### config.mk
export PLATFORM = sky130hd
export DESIGN_NAME = pc_seq_ctrl
export DESIGN_NICKNAME = d
export VERILOG_FILES = /design/src/rtl/pc_seq_ctrl.sv
export SDC_FILE = /design/constraint.sdc
export NUM_CORES = 1
export LEC_CHECK = 0
export ABC_AREA = 1
export BUFFER_PORTS_ARGS = -buffer_cell sky130_fd_sc_hd__buf_2
export CORE_AREA = 2 2 49 51
export DETAILED_ROUTE_END_ITERATION = 12
export DIE_AREA = 0 0 51 53
export HOLD_SLACK_MARGIN = 0.06
export PLACE_DENSITY = 0.79
export SKIP_LAST_GASP = 1
export SYNTH_ARGS = -nofsm -noshare
export SYNTH_HDL_FRONTEND = slang
export SYNTH_SLANG_ARGS = --single-unit
export TNS_END_PERCENT = 5
### constraint.sdc
create_clock -name clk -period 2.9 [get_ports clk]
set_clock_uncertainty 0.05 [all_clocks]
set_input_delay 0.58 -clock clk [delete_from_list [all_inputs] [get_ports clk]]
set_output_delay 0.58 -clock clk [all_outputs]
set_load 0.02 [all_outputs]
### src/rtl/pc_seq_ctrl.sv
// pc_seq_ctrl: program-counter sequencer for an instruction fetch port.
// A three-state FSM (BOOT, FETCH, HOLD) issues fetch requests for the
// registered pc. It advances pc on each completed fetch, takes redirects
// from br_valid/br_target, and withdraws the request while stalled.
module pc_seq_ctrl #(
    parameter int                 WIDTH     = 8,
    parameter logic [WIDTH-1:0]   RESET_VEC = '0
) (
    input  logic              clk,
    input  logic              reset,
    input  logic              stall,
    input  logic              br_valid,
    input  logic [WIDTH-1:0]  br_target,
    input  logic              imem_ready,
    output logic              imem_req,
    output logic [WIDTH-1:0]  pc,
    output logic [1:0]        state,
    output logic [7:0]        fetch_cnt
);

    typedef enum logic [1:0] {
        BOOT   = 2'b00,
        FETCH  = 2'b01,
        HOLD   = 2'b10,
        UNUSED = 2'b11
    } state_t;

    state_t            state_q, state_d;
    logic [WIDTH-1:0]  pc_q, pc_d;
    logic [7:0]        cnt_q, cnt_d;

    // State register; reset wins over everything and lands in BOOT.
    always_ff @(posedge clk) begin
        if (reset) begin
            state_q <= BOOT;
        end else begin
            state_q <= state_d;
        end
    end

    // Next-state logic. Every FETCH outcome (branch, completed fetch,
    // withdrawn request, waiting) goes to HOLD exactly when stall is high,
    // so FETCH and HOLD share the same stall-driven transition.
    always_comb begin
        state_d = BOOT;
        case (state_q)
            BOOT:    state_d = FETCH;
            FETCH:   state_d = stall ? HOLD : FETCH;
            HOLD:    state_d = stall ? HOLD : FETCH;
            default: state_d = BOOT;
        endcase
    end

    // Next pc and fetch counter. A branch outranks a simultaneous ready,
    // so that fetch is neither counted nor allowed to advance pc.
    always_comb begin
        pc_d  = pc_q;
        cnt_d = cnt_q;
        case (state_q)
            FETCH: begin
                if (br_valid) begin
                    pc_d = br_target;
                end else if (imem_ready) begin
                    pc_d  = pc_q + WIDTH'(1);
                    cnt_d = cnt_q + 8'd1;
                end
            end
            HOLD: begin
                if (br_valid) begin
                    pc_d = br_target;
                end
            end
            default: begin
                pc_d  = pc_q;
                cnt_d = cnt_q;
            end
        endcase
    end

    // pc and counter registers; both wrap naturally at their widths.
    always_ff @(posedge clk) begin
        if (reset) begin
            pc_q  <= RESET_VEC;
            cnt_q <= 8'd0;
        end else begin
            pc_q  <= pc_d;
            cnt_q <= cnt_d;
        end
    end

    // Moore outputs decoded from the registered state only.
    always_comb begin
        imem_req  = (state_q == FETCH);
        state     = state_q;
        pc        = pc_q;
        fetch_cnt = cnt_q;
    end

endmodule

* Word level (Yosys, flattened, before mapping)
Cells that the tools add are included.
** Operators by class
- Add/subtract/negate cells :: 2
- Muxes and demuxes :: 6
- Equal/unequal tests :: 4
- Reduce and logical (&&, ||, !) cells :: 5
- Bitwise gates (word level) :: 1
** Operator list (count)
- 8-bit 2-to-1 mux :: 3
- 8-bit by 1-bit adder with 8-bit output, second input constant :: 2
- 8-bit case mux with 2 select lines :: 1
- 3-bit AND reduction :: 2
- 2-bit case mux with 2 select lines :: 1
- 3-bit inequality test, second input constant :: 1
- 2-bit by 1-bit == test with 1-bit output, second input constant :: 1
- 2-bit == test, second input constant :: 1
- 2-bit zero test :: 1
- 2-bit 2-to-1 mux :: 1
- 2-bit inequality test, second input constant :: 1
- 2-bit nonzero test :: 1
- 2-bit OR reduction :: 1
- 1-bit NOT :: 1
** Storage, ports and cells
- Input port bits :: 13
- Flip-flop bits (word level) :: 18

* Longest topological paths before layout
- Depth in word-level cells :: 4
- Mapped depth :: 11

* Worst setup path after synthesis
OpenSTA, ideal clock, no wires.
- Path type :: register to register
- Start point :: register state_q[0], in the netlist state[0]
- End point :: register cnt_q[7], in the netlist fetch_cnt[7]
- Stages on the path, launching flop included :: 9
- Setup slack :: 1.268 ns
- Required time :: 2.734 ns
- Path buffers :: 0
- Clock period less this slack :: 1.632 ns
- Library setup time :: 0.116 ns
- Arrival time :: 1.466 ns
- Path through :: dfxtp_1 > ha_1 > nand2_1 > nor2_2 > nand2_2 > nor2_4 > nand2_1 > o21ai_0 > nor2_1
** On the way
- Cells in the longest elaborated chain, start to end :: 2
** RTL lines
- start, declared :: line 28 : state_t state_q, state_d;
- start signal, assigned :: line 37 : state_q <= state_d;
- 2-bit by 1-bit == test with 1-bit output
- net imem_req :: line 15 : output logic imem_req,
- 3-bit AND reduction (no line)
- end signal, assigned :: line 87 : cnt_q <= cnt_d;
- end, declared :: line 30 : logic [7:0] cnt_q, cnt_d;
The timed path passes the listed nets, and every way through them passes these cells.
A chain may end at the register's enable or synchronous reset.

* Worst setup path after layout
- Start point :: register state_q[0], in the netlist state[0]
- End point :: register pc_q[3], in the netlist pc[3]
** On the way
- Cells in the longest elaborated chain, start to end :: 3
- Elaborated cells between the ends (all ways) :: 7
- Those cells by class :: eq/ne: 4; mux: 1; reduce/logical: 2
** RTL lines
- 2-bit by 1-bit == test with 1-bit output / 2-bit == test (equally long branches) :: line 59 : case (state_q)
- 3-bit inequality test (no line), or another cell as far along
- 3-bit AND reduction (no line)
- end signal, assigned :: line 86 : pc_q <= pc_d;
- end, declared :: line 29 : logic [WIDTH-1:0] pc_q, pc_d;
Several ways; a longest one is shown, not always the timed one.

==> results by group <==
Synthesis
  – Top cells by area, synth: dfxtp_1, nand2_1, nor2_1
  – Xor/xnor share of the synthesized area: 0%
  – Synthesized flop and latch total: 18
  – Synth Area in Compound Gates: 13.8%
  – Synthesized instance count: 161
  – Syn avg cell area: 6.55 um2
  – Predominant post-synthesis flop cell: dfxtp_1
  – Ys Warns: 0
  – Mapped Area: ~0.0011 mm2
  – Count of different cell masters after synthesis: 22
  – EDFF count, synth: 0
  – Largest family of logic cells by synthesized area: simple AND/OR/NAND/NOR gates
  – Largest area contributor in the netlist: dfxtp_1
  – Multiplexer area fraction after synthesis: 0%
  – Area share of and/or/nand/nor cells after synthesis: about a third
  – Top cell type's share of synthesized area: 34.2%
  – Async S/R FF share, synth: 0%
  – Syn_nets: 180
  – Adder-Cell Fraction of Synth Area: about 7.1%
  – Register area share after synthesis: 34.2%

Job
  – Max-cap violations: 0

Placement
  – Hpwl dp: 1740 um
  – Buffers on Ports: 31
  – Placer Congestion: 0.853

Drt
  – Drc violations: 0
  – Via/cell ratio: 4.78
  – Final wirelength: 2250 um
  – Initial DRC Count: 26
  – Vias: 1,057
  – First drt pass iteration count: 4
  – WL per Instance: 10.2 um
  – ANT nets after route: 0

STA
  – Final hold viol count: 0
  – Highest clock rate: 485 MHz
  – Max Transition Viols Final: 0
  – Final setup TNS: 0 ns
  – RSZ-0062 raised after global routing: false
  – Least-Margin Pin Slew: ~0.64 ns
  – Min Tclk post-route: 2.06 ns
  – Rel. slew slack: approximately 57%
  – Final setup vio count: 0
  – Post-route clock period utilization: 71.0%

Pwr
  – LEAKAGE: 0.614 nW
  – Power density over cell area: 458 mW/mm2
  – Peak VDD IR: 0.398 mV
  – Total chip power: around 0.00058 W

Die
  – # rows: 17
  – DIE HEIGHT: between 50 and 60 um
  – Core footprint: 0.00215 mm2
  – Die ar.: about 0.0027 mm2
  – Initial Util: 49.1%
  – DIE WIDTH: about 51 um
  – Boundary pin count: 32

Cells and area
  – # fillers: 210
  – # diodes: 0
  – Fraction of layout cells with a size suffix above 1: 22.8%
  – Nets: around 210
  – Layout Area Growth over Synthesis: 19.2%

Status
  – Status: finished clean

Worst setup path
  – R2R Setup Slk: 0.84 ns
  – Crit path capture: pc[3]
  – Critical path origin: state[0]
  – Crit path max fanout: 11
  – WP data required: slightly above 3 ns
  – Kind of critical path: register to register
  – Crit end category: register
  – Reg2Reg Depth: 8
  – CP arrival: ~2.2 ns
  – CP startpoint kind: register
  – Capturing point of the worst reg2reg path: pc[3]
  – R2r startpoint: state[0]

Clocking
  – TritonCTS clock tree: yes
  – H-tree depth: 1
  – Post-cts sizing count: 0
  – Hold-fix buffers, CTS: 0
  – Clk slew on worst S/H paths: 0.11 ns
  – Clock buffer depth: 2
  – Worst skew pair latency: 0.30 ns
  – Clock Sinks: 18
  – Clk root buf: clkbuf_4
  – Setup Fix Bufs, Post-CTS: 0
  – Cts bufs inserted: 3

GRT
  – Largest net degree at the start of global routing: 13
  – Gr usage total: 18.8%
  – Initial antenna violation count: 0
  – Grt ovf: 0
  – First-pass GRT wire length: just under 4000 um
  – Vias in the first global route: 970

Hold path
  – Worst min path class: primary input to register
==> flip-flops by register name, summed over array words and instances, names as in the netlist <==
name       flops
fetch_cnt      8
pc             8
state          2
==> metal layers <==
layer  wire length (um)  GRT usage [%]  part of all wire, %
met3                118           5.08                  5.2
met5                  0              0                    0
met2               1100           34.4                   49
met4                 21           4.05                 0.93
met1               1010           21.6                   45
==> metrics by stage <==
step | setup WS (ns) | hold WS, ns | cell area, um2 | cells | util [%]
floorplan | 1.27 | 0.507 | 1050 | 161 | -
global placement | 0.908 | 0.429 | 1220 | 217 | 56.8
detailed placement | 0.836 | 0.443 | 1220 | 217 | 56.8
CTS | 0.831 | 0.449 | 1260 | 221 | 58.5
global route | 0.571 | 0.451 | 1260 | 221 | 58.5
finish | 0.840 | 0.456 | 1260 | 221 | 58.5
==> worst min-delay path by stage <==
stage	slack, ns	start	end	cells past startpoint
2_1_floorplan	0.51	pc[7]	pc[7]	2
3_3_place_gp	0.43	fetch_cnt[6]	fetch_cnt[6]	2
3_5_place_dp	0.44	fetch_cnt[6]	fetch_cnt[6]	2
4_1_cts	0.45	stall	state[1]	3
5_1_grt	0.45	stall	state[1]	3
6_report	0.46	stall	state[1]	3
==> final cells by class <==
cell class | count | area (um2) | area share, %
Tap cell | 28 | 35.0 | 2.79
Timing Repair Buffer | 31 | 155 | 12.3
Multi-Input combinational cell | 114 | 573 | 45.6
Sequential cell | 18 | 360 | 28.7
Inverter | 26 | 97.6 | 7.76
Clock buffer | 4 | 36.3 | 2.89
==> worst max-delay path: stages, from the launching register on <==
cell	delay [ns]
dfxtp_1	0.40
inv_1	0.09
ha_1	0.24
nor2_1	0.51
inv_1	0.27
nand2_1	0.10
o21ai_0	0.07
o21ai_0	0.17
nor2_1	0.05
==> cells by family (layout without fill, tap and decap cells) <==
kind of cell / after synthesis / count (layout)
and+or+nand+nor: 81 / 81
AOI/OAI and AO/OA: 27 / 27
adders and majority gates: 6 / 6
DFF: 18 / 18
buffers and inverters: 29 / 61
==> synthesized netlist by cell type (2+ instances only) <==
library cell  number
ha_1               6
a21oi_1            9
o21ai_1            3
dfxtp_1           18
nand2_2            2
nor2_1            30
nand2_1           35
nand3_1            8
inv_1             25
o21ai_0           13
==> power breakdown <==
group          internal (W)  switching, W
clock             0.0000765     0.0000819
combinational     0.0000480     0.0000873
sequential         0.000264     0.0000180
total              0.000388      0.000187
==> cell usage in the layout (no fill, tap or decap) <==
cell      Yosys  final
nor3b_1       1      1
inv_2         1      1
a21oi_1       9      9
inv_1        25     25
ha_1          6      6
nor3_4        1      1
o21ai_2       1      1
nand3_2       1      1
clkbuf_4      0      3
nor2_1       30     30
o21bai_2      1      1
clkbuf_8      0      1
o21ai_1       3      3
nor2_2        1      1
nand2_1      35     35
o21ai_0      13     13
nor2_4        1      1
nor3_1        1      1
buf_2         0     31
dfxtp_1      18     18
nand2_2       2      2
nand3_1       8      8
Power figures use the tool's default switching activity.
